===== src/rtl/sram_arb_pkg.sv =====
`default_nettype none
// ============================================================================
// Module      : sram_arb_pkg
// Description : Shared constants, helper function and command record for the
//               SRAM request arbiter and its tag FIFO.
//               Contents:
//                 ARB_RR / ARB_FIXED - arbitration mode selectors
//                 clog2()            - ceil(log2(n)), never less than 1
//                 sram_cmd_t         - {addr, data, mask} command record
// Revision    : 1.0 - initial release
// ============================================================================
package sram_arb_pkg;

  localparam int ARB_RR    = 0;
  localparam int ARB_FIXED = 1;

  // Field widths of the command record. They are upper bounds: the arbiter
  // casts its parameterised buses into and out of these fields.
  localparam int CMD_ADDR_W = 19;
  localparam int CMD_DATA_W = 32;
  localparam int CMD_MASK_W = 4;

  // Returns at least 1 so that single-entry ranges still produce a legal
  // vector width.
  function automatic int clog2(input int value);
    int r;
    r = 0;
    while ((1 << r) < value) r = r + 1;
    if (r < 1) r = 1;
    return r;
  endfunction

  typedef struct packed {
    logic [CMD_ADDR_W-1:0] addr;
    logic [CMD_DATA_W-1:0] data;
    logic [CMD_MASK_W-1:0] mask;
  } sram_cmd_t;

endpackage
`default_nettype wire


===== src/rtl/sram_tag_fifo.sv =====
`default_nettype none
// ============================================================================
// Module      : sram_tag_fifo
// Description : Synchronous FIFO that holds read-port tags in issue order.
//               Ports:
//                 clk_i, rst_ni - clock, asynchronous active-low reset
//                 push_i        - write push_data_i (ignored when full)
//                 pop_i         - discard head entry (ignored when empty)
//                 head_o        - oldest entry
//                 empty_o       - no entries held
//                 count_o       - number of entries held (0..DEPTH)
// Revision    : 1.0 - initial release
// ============================================================================
module sram_tag_fifo
  import sram_arb_pkg::*;
#(
  parameter int WIDTH = 1,
  parameter int DEPTH = 8
) (
  input  logic                  clk_i,
  input  logic                  rst_ni,
  input  logic                  push_i,
  input  logic [WIDTH-1:0]      push_data_i,
  input  logic                  pop_i,
  output logic [WIDTH-1:0]      head_o,
  output logic                  empty_o,
  output logic [clog2(DEPTH):0] count_o
);

  localparam int AW = clog2(DEPTH);

  logic [WIDTH-1:0] mem_q [DEPTH];
  logic [AW-1:0]    wr_ptr_q;
  logic [AW-1:0]    rd_ptr_q;
  logic [AW:0]      count_q;
  logic             push_ok;
  logic             pop_ok;

  assign push_ok = push_i && (count_q != (AW+1)'(DEPTH));
  assign pop_ok  = pop_i && (count_q != '0);

  // Storage needs no reset: an entry is only read after it was written.
  always_ff @(posedge clk_i) begin
    if (push_ok) mem_q[wr_ptr_q] <= push_data_i;
  end

  // DEPTH is a power of two, so the pointers wrap naturally.
  always_ff @(posedge clk_i or negedge rst_ni) begin
    if (!rst_ni) begin
      wr_ptr_q <= '0;
      rd_ptr_q <= '0;
      count_q  <= '0;
    end else begin
      if (push_ok) wr_ptr_q <= wr_ptr_q + 1'b1;
      if (pop_ok)  rd_ptr_q <= rd_ptr_q + 1'b1;
      case ({push_ok, pop_ok})
        2'b10:   count_q <= count_q + 1'b1;
        2'b01:   count_q <= count_q - 1'b1;
        default: count_q <= count_q;
      endcase
    end
  end

  assign head_o  = mem_q[rd_ptr_q];
  assign empty_o = (count_q == '0);
  assign count_o = count_q;

endmodule
`default_nettype wire


===== src/rtl/sram_rr_arbiter.sv =====
`default_nettype none
// ============================================================================
// Module      : sram_rr_arbiter
// Description : Merges NUM_WRITE write ports and NUM_READ read ports onto one
//               SRAM command interface (round-robin or fixed priority) and
//               routes returned read data back to the issuing read port.
//               Ports:
//                 clock, reset_n          - clock, async active-low reset
//                 w_valid/addr/data/mask  - packed write requests
//                 w_ready                 - one-hot write pop strobe
//                 r_valid/r_addr          - packed read requests
//                 r_ready                 - one-hot read pop strobe
//                 r_prog_full             - per read port back-pressure
//                 r_dout, r_dout_valid    - returned data, one-hot strobe
//                 sram_*                  - SRAM controller command/return
//                 state                   - last granted global port index
//                 rsp_error               - sticky: data with no tag
// Revision    : 1.0 - initial release
// ============================================================================
module sram_rr_arbiter
  import sram_arb_pkg::*;
#(
  parameter int NUM_WRITE       = 2,
  parameter int NUM_READ        = 2,
  parameter int ADDR_WIDTH      = 19,
  parameter int DATA_WIDTH      = 32,
  parameter int MASK_WIDTH      = 4,
  parameter int MAX_OUTSTANDING = 8,
  parameter int MODE            = ARB_RR
) (
  input  logic                             clock,
  input  logic                             reset_n,
  input  logic [NUM_WRITE-1:0]             w_valid,
  input  logic [NUM_WRITE*ADDR_WIDTH-1:0]  w_addr,
  input  logic [NUM_WRITE*DATA_WIDTH-1:0]  w_data,
  input  logic [NUM_WRITE*MASK_WIDTH-1:0]  w_mask,
  output logic [NUM_WRITE-1:0]             w_ready,
  input  logic [NUM_READ-1:0]              r_valid,
  input  logic [NUM_READ*ADDR_WIDTH-1:0]   r_addr,
  output logic [NUM_READ-1:0]              r_ready,
  input  logic [NUM_READ-1:0]              r_prog_full,
  output logic [DATA_WIDTH-1:0]            r_dout,
  output logic [NUM_READ-1:0]              r_dout_valid,
  output logic                             sram_addr_valid,
  input  logic                             sram_ready,
  output logic [ADDR_WIDTH-1:0]            sram_addr,
  output logic [DATA_WIDTH-1:0]            sram_data_in,
  output logic [MASK_WIDTH-1:0]            sram_write_mask,
  input  logic [DATA_WIDTH-1:0]            sram_data_out,
  input  logic                             sram_data_out_valid,
  output logic [clog2(NUM_WRITE+NUM_READ)-1:0] state,
  output logic                             rsp_error
);

  localparam int N  = NUM_WRITE + NUM_READ;
  localparam int PW = clog2(N);
  localparam int TW = clog2(NUM_READ);
  localparam int CW = clog2(MAX_OUTSTANDING) + 1;

  logic [N-1:0]          elig;
  logic                  reads_ok;
  logic                  slot;
  logic                  gnt_vld;
  logic [PW-1:0]         gnt_idx;
  logic                  issue;
  logic                  is_read;
  int                    cand;
  sram_cmd_t             cmd_d,     cmd_q;
  logic                  cmd_vld_q;
  logic [PW-1:0]         ptr_d,     ptr_q;
  logic [PW-1:0]         state_q;
  logic [NUM_READ-1:0]   rdv_d,     rdv_q;
  logic [DATA_WIDTH-1:0] rdout_q;
  logic                  rsp_err_q;
  logic [TW-1:0]         tag_in;
  logic [TW-1:0]         tag_head;
  logic                  tag_empty;
  logic [CW-1:0]         tag_cnt;
  logic                  tag_push;
  logic                  tag_pop;

  // Registered count: a pop landing in the same cycle does not free a slot
  // for this cycle's read grant.
  assign reads_ok = (tag_cnt < CW'(MAX_OUTSTANDING));

  always_comb begin
    elig = '0;
    for (int k = 0; k < NUM_WRITE; k++) elig[k] = w_valid[k];
    for (int k = 0; k < NUM_READ; k++)
      elig[NUM_WRITE+k] = r_valid[k] & ~r_prog_full[k] & reads_ok;
  end

  // Slot: the command register is free now or is being consumed this cycle.
  assign slot = ~cmd_vld_q | sram_ready;

  // Rotating search starting at ptr_q; first eligible port wins.
  always_comb begin
    gnt_vld = 1'b0;
    gnt_idx = '0;
    cand    = 0;
    for (int i = 0; i < N; i++) begin
      cand = int'(ptr_q) + i;
      if (cand >= N) cand = cand - N;
      for (int k = 0; k < N; k++) begin
        if (!gnt_vld && (cand == k) && elig[k]) begin
          gnt_vld = 1'b1;
          gnt_idx = PW'(k);
        end
      end
    end
  end

  assign issue   = slot & gnt_vld;
  assign is_read = (gnt_idx >= PW'(NUM_WRITE));

  always_comb begin
    w_ready = '0;
    r_ready = '0;
    for (int k = 0; k < NUM_WRITE; k++) w_ready[k] = issue && (gnt_idx == PW'(k));
    for (int k = 0; k < NUM_READ; k++)  r_ready[k] = issue && (gnt_idx == PW'(NUM_WRITE + k));
  end

  // Command mux; reads carry zero data and an all-zero mask.
  always_comb begin
    cmd_d  = '0;
    tag_in = '0;
    for (int k = 0; k < NUM_WRITE; k++) begin
      if (gnt_idx == PW'(k)) begin
        cmd_d.addr = CMD_ADDR_W'(w_addr[k*ADDR_WIDTH +: ADDR_WIDTH]);
        cmd_d.data = CMD_DATA_W'(w_data[k*DATA_WIDTH +: DATA_WIDTH]);
        cmd_d.mask = CMD_MASK_W'(w_mask[k*MASK_WIDTH +: MASK_WIDTH]);
      end
    end
    for (int k = 0; k < NUM_READ; k++) begin
      if (gnt_idx == PW'(NUM_WRITE + k)) begin
        cmd_d.addr = CMD_ADDR_W'(r_addr[k*ADDR_WIDTH +: ADDR_WIDTH]);
        tag_in     = TW'(k);
      end
    end
  end

  always_comb begin
    if (MODE == ARB_FIXED)               ptr_d = '0;
    else if (gnt_idx == PW'(N - 1))      ptr_d = '0;
    else                                 ptr_d = gnt_idx + 1'b1;
  end

  assign tag_push = issue & is_read;
  assign tag_pop  = sram_data_out_valid & ~tag_empty;

  always_comb begin
    rdv_d = '0;
    for (int k = 0; k < NUM_READ; k++) rdv_d[k] = tag_pop && (tag_head == TW'(k));
  end

  always_ff @(posedge clock or negedge reset_n) begin
    if (!reset_n) begin
      cmd_vld_q <= 1'b0;
      cmd_q     <= '0;
      ptr_q     <= '0;
      state_q   <= '0;
      rdv_q     <= '0;
      rdout_q   <= '0;
      rsp_err_q <= 1'b0;
    end else begin
      if (slot) begin
        cmd_vld_q <= gnt_vld;
        if (gnt_vld) begin
          cmd_q   <= cmd_d;
          state_q <= gnt_idx;
          ptr_q   <= ptr_d;
        end
      end
      rdv_q <= rdv_d;
      if (tag_pop) rdout_q <= sram_data_out;
      if (sram_data_out_valid && tag_empty) rsp_err_q <= 1'b1;
    end
  end

  sram_tag_fifo #(
    .WIDTH (TW),
    .DEPTH (MAX_OUTSTANDING)
  ) u_tag_fifo (
    .clk_i       (clock),
    .rst_ni      (reset_n),
    .push_i      (tag_push),
    .push_data_i (tag_in),
    .pop_i       (tag_pop),
    .head_o      (tag_head),
    .empty_o     (tag_empty),
    .count_o     (tag_cnt)
  );

  assign sram_addr_valid = cmd_vld_q;
  assign sram_addr       = ADDR_WIDTH'(cmd_q.addr);
  assign sram_data_in    = DATA_WIDTH'(cmd_q.data);
  assign sram_write_mask = MASK_WIDTH'(cmd_q.mask);
  assign state           = state_q;
  assign r_dout          = rdout_q;
  assign r_dout_valid    = rdv_q;
  assign rsp_error       = rsp_err_q;

endmodule
`default_nettype wire

===== config.mk =====
export PLATFORM = sky130hd
export DESIGN_NAME = sram_rr_arbiter
export DESIGN_NICKNAME = d
export VERILOG_FILES = /design/src/rtl/sram_arb_pkg.sv /design/src/rtl/sram_tag_fifo.sv /design/src/rtl/sram_rr_arbiter.sv
export SDC_FILE = /design/constraint.sdc
export NUM_CORES = 1
export LEC_CHECK = 0
export BUFFER_PORTS_ARGS = -buffer_cell sky130_fd_sc_hd__buf_2
export CORE_UTILIZATION = 28
export CTS_BUF_LIST = sky130_fd_sc_hd__clkbuf_8 sky130_fd_sc_hd__clkbuf_16
export CTS_CLUSTER_SIZE = 16
export DETAILED_ROUTE_END_ITERATION = 12
export RECOVER_POWER = 100
export SETUP_SLACK_MARGIN = 0.1
export SLEW_MARGIN = 20
export SYNTH_ARGS = -nofsm -noshare
export SYNTH_HDL_FRONTEND = slang
export SYNTH_HIERARCHICAL = 1
export SYNTH_SLANG_ARGS = --single-unit

===== constraint.sdc =====
create_clock -name clock -period 9.48 [get_ports clock]
set_input_delay 0.474 -clock clock [delete_from_list [all_inputs] [get_ports clock]]
set_output_delay 0.474 -clock clock [all_outputs]
set_load 0.1 [all_outputs]

==> flow_summary.toml <==
[logic_synthesis]
ys_ff_latch = 113
yosys_warnings = 6
ys.flop_type = "dfrtp_1"
ys_types = 46
yosysTopAreaCellShare_pct = 45.6
yosysTopAreaCell = "dfrtp_1"
netlist_top_cells_area = "dfrtp_1 46%, mux2_4 14%, mux2_2 7.2%, a22o_1 5.3%, edfxtp_1 4.2%"
synthCells = 445
syn_area_sq_um = 5760
synthArstFlopShare_pct = 92.9
yosysSeqAreaShare_pct = 49.8
syn_avg_cell_area_sq_um = 12.9
synth_edf_count = 8
syn_nets = 645

[global_routing]
first_global_vias = 4387
antenna_found_initial = 0
grt_use_total_pct = 14.2
grt_start_max_net_pins = 64
gr-total-overflow = 0
grt_pass1_wl_um = 23300

[sta]
setup_viol = 0
grt_setup_unrepaired = "false"
finalCritPeriodShare_pct = 63.0
clock_skew_ns = 0.00607
slew_viol_final = 341
setup_tns_ns = 0
fin_crit_ns = 5.97
slew_headroom_pct = -122
worst_slew_pin_slew_ns = 3.34
worst_slack_ns = 3.51
clock.fmax_mhz = 168
hold_viol = 0

[route]
viasPerCell = 4.51
top_layer = "met4"
drt_iter0_markers = 110
wirelength_met1_um = 6540
wirelength_um = 14600
route.met3.wl_um = 909
first_pass_iters = 4
wl_per_cell_um = 14.5
post-route-drc-count = 0
via_count = 4547
postRouteAntennaNets = 0
wl_met2_um = 6920

[run_status]
violations = "capacitance limit, slew limit"
status = "complete, but fails checks"

[clocking]
cts_buffers = 17
htreeDepth = 4
post-cts-setup-buffer-count = 0
cts_tree = "yes"
clock_sinks = 113
cts_hold_buf = 0
clkLatencyLatePin_ns = 0.41
cts_resized = 0
cts_root_buf = "clkbuf_16"
clk_pin_slew_ns = 0.05
clockBufferDepth = 2

[min_path]
worstHoldStart = "sram_data_out_valid"
hp-class = "in -> reg"
whs_path_depth = 2
hold_end = "rsp_error"

[place]
post-dp-hpwl_um = 10700
port_buffers = 286
gp_congestion = 0.776
place_area_sq_um = 7410
pre_cts_ws_ns = 5.15
dp_cells = 975

[floorplanning]
die_area_sq_um = 21200
core-area_sq_um = 20200
die_x_um = 145
fp.dieH_um = 145
initial_core_util_pct = 28.6
num_rows = 52
io_pins = 287

[setup_path]
critPathKind = "reg -> reg"
r2r-end = "sram_data_in[28]"
end_kind = "register"
reg2reg_slack_ns = 3.51
rr_startpoint = "u_tag_fifo/count_o[3]"
required_ns = 9.77
critPathMaxFanout = 58
r2r_cells = 9
cp-start-kind = "register"
cp.arrival_ns = 6.26

[flow_run]
drv_cap = 7

[finish]
drive_above_1_share_pct = 36.3
syn_to_final_growth_pct = 32.7
nets = 925
fin_area_sq_um = 7640
fin_cells = 1008
antenna_cells = 0
## through the flow
stage                     hold WS, ns  util [%]
final                           0.277      37.9
after global routing            0.274      37.9
after CTS                      0.0696      39.7
after detailed placement        0.445      36.8
after global placement          0.438      36.8
after floorplan                 0.178         -
## placed cells by master (no fill, tap or decap), drive strengths merged, types with 3 or more instances in the layout
master | netlist | final
nor3 | 5 | 5
xnor2 | 5 | 5
buf | 15 | 188
a21oi | 5 | 5
nor2 | 22 | 22
o31ai | 19 | 19
clkinv | 0 | 7
nand3 | 4 | 4
inv | 12 | 14
nand2 | 28 | 28
a221oi | 19 | 19
a22o | 35 | 35
o21ai | 3 | 3
mux2 | 92 | 92
nor2b | 4 | 4
ha | 9 | 9
dfrtp | 105 | 105
and2 | 6 | 6
edfxtp | 8 | 8
nor3b | 4 | 4
clkbuf | 17 | 124
nand2b | 6 | 6
## how the worst max path moves through the flow
stage,cells after the start,endpoint,from
after global routing,9,sram_data_in[28],u_tag_fifo/count_o[3]
after floorplan,13,u_tag_fifo/count_o[3],r_prog_full[1]
after detailed placement,16,u_tag_fifo/count_o[3],r_prog_full[1]
after global placement,16,u_tag_fifo/count_o[3],r_prog_full[1]
after CTS,14,u_tag_fifo/count_o[3],u_tag_fifo/count_o[3]
final,9,sram_data_in[28],u_tag_fifo/count_o[3]
## layer usage
layer	GRT usage [%]	vias up
met5	0	-
met4	5.42	0
met3	4.04	14
met2	23.0	209
met1	17.8	2092
li1	-	2232
## cell usage after synthesis (3+ instances only)
cell type,n
nor3b_1,4
buf_6,7
a221oi_1,19
inv_1,11
o31ai_1,19
o21ai_0,3
buf_2,8
nor2_1,22
edfxtp_1,8
mux2_4,54
a22o_1,35
nand2_1,27
and2_1,5
a21oi_1,5
mux2_2,37
dfrtp_1,105
clkbuf_1,17
nand2b_1,5
ha_1,9
xnor2_1,5
nor2b_1,4
nor3_1,5
nand3_1,4
## worst max-delay path: stages, from the launching register on
cell,delay (ns)
dfrtp_1,0.48
or3_1,0.40
a221o_1,0.39
inv_1,0.12
ha_1,0.15
clkbuf_1,1.76
nor2b_1,0.97
clkbuf_1,0.79
a22o_1,0.44
mux2_1,0.31
## sequential cells by signal, indices dropped and copies added (netlist names)
register	count
state	2
rsp_error	1
ptr_q	2
u_tag_fifo/count_o	4
sram_write_mask	4
u_tag_fifo/wr_ptr_q	3
r_dout	32
sram_addr	19
sram_data_in	32
r_dout_valid	2
u_tag_fifo/mem_q	8
sram_addr_valid	1
u_tag_fifo/rd_ptr_q	3
## cells by family (layout without fill, tap and decap cells)
| kind of cell | after synthesis | after routing | synth area share, % |
|---|---|---|---|
| flops | 113 | 113 | 49.8 |
| xor+xnor | 6 | 6 | 0.912 |
| buf+inv | 44 | 337 | 3.95 |
| fa+ha+maj | 10 | 10 | 2.30 |
| compound gates | 91 | 91 | 13.0 |
| simple gates | 85 | 85 | 7.43 |
| mux | 96 | 96 | 22.6 |
## layout make-up
cell class | count | area [sq um]
Fill cell | 2098 | 12500
Clock inverter | 13 | 135
Sequential cell | 113 | 2870
Multi-Input combinational cell | 288 | 2470
Clock buffer | 19 | 453
Inverter | 12 | 45.0
Timing Repair Buffer | 293 | 1340
Tap cell | 270 | 338
Power is left out: the tool's default activity adds up to more than one toggle a clock period on the data nets, which glitch-free logic cannot reach.
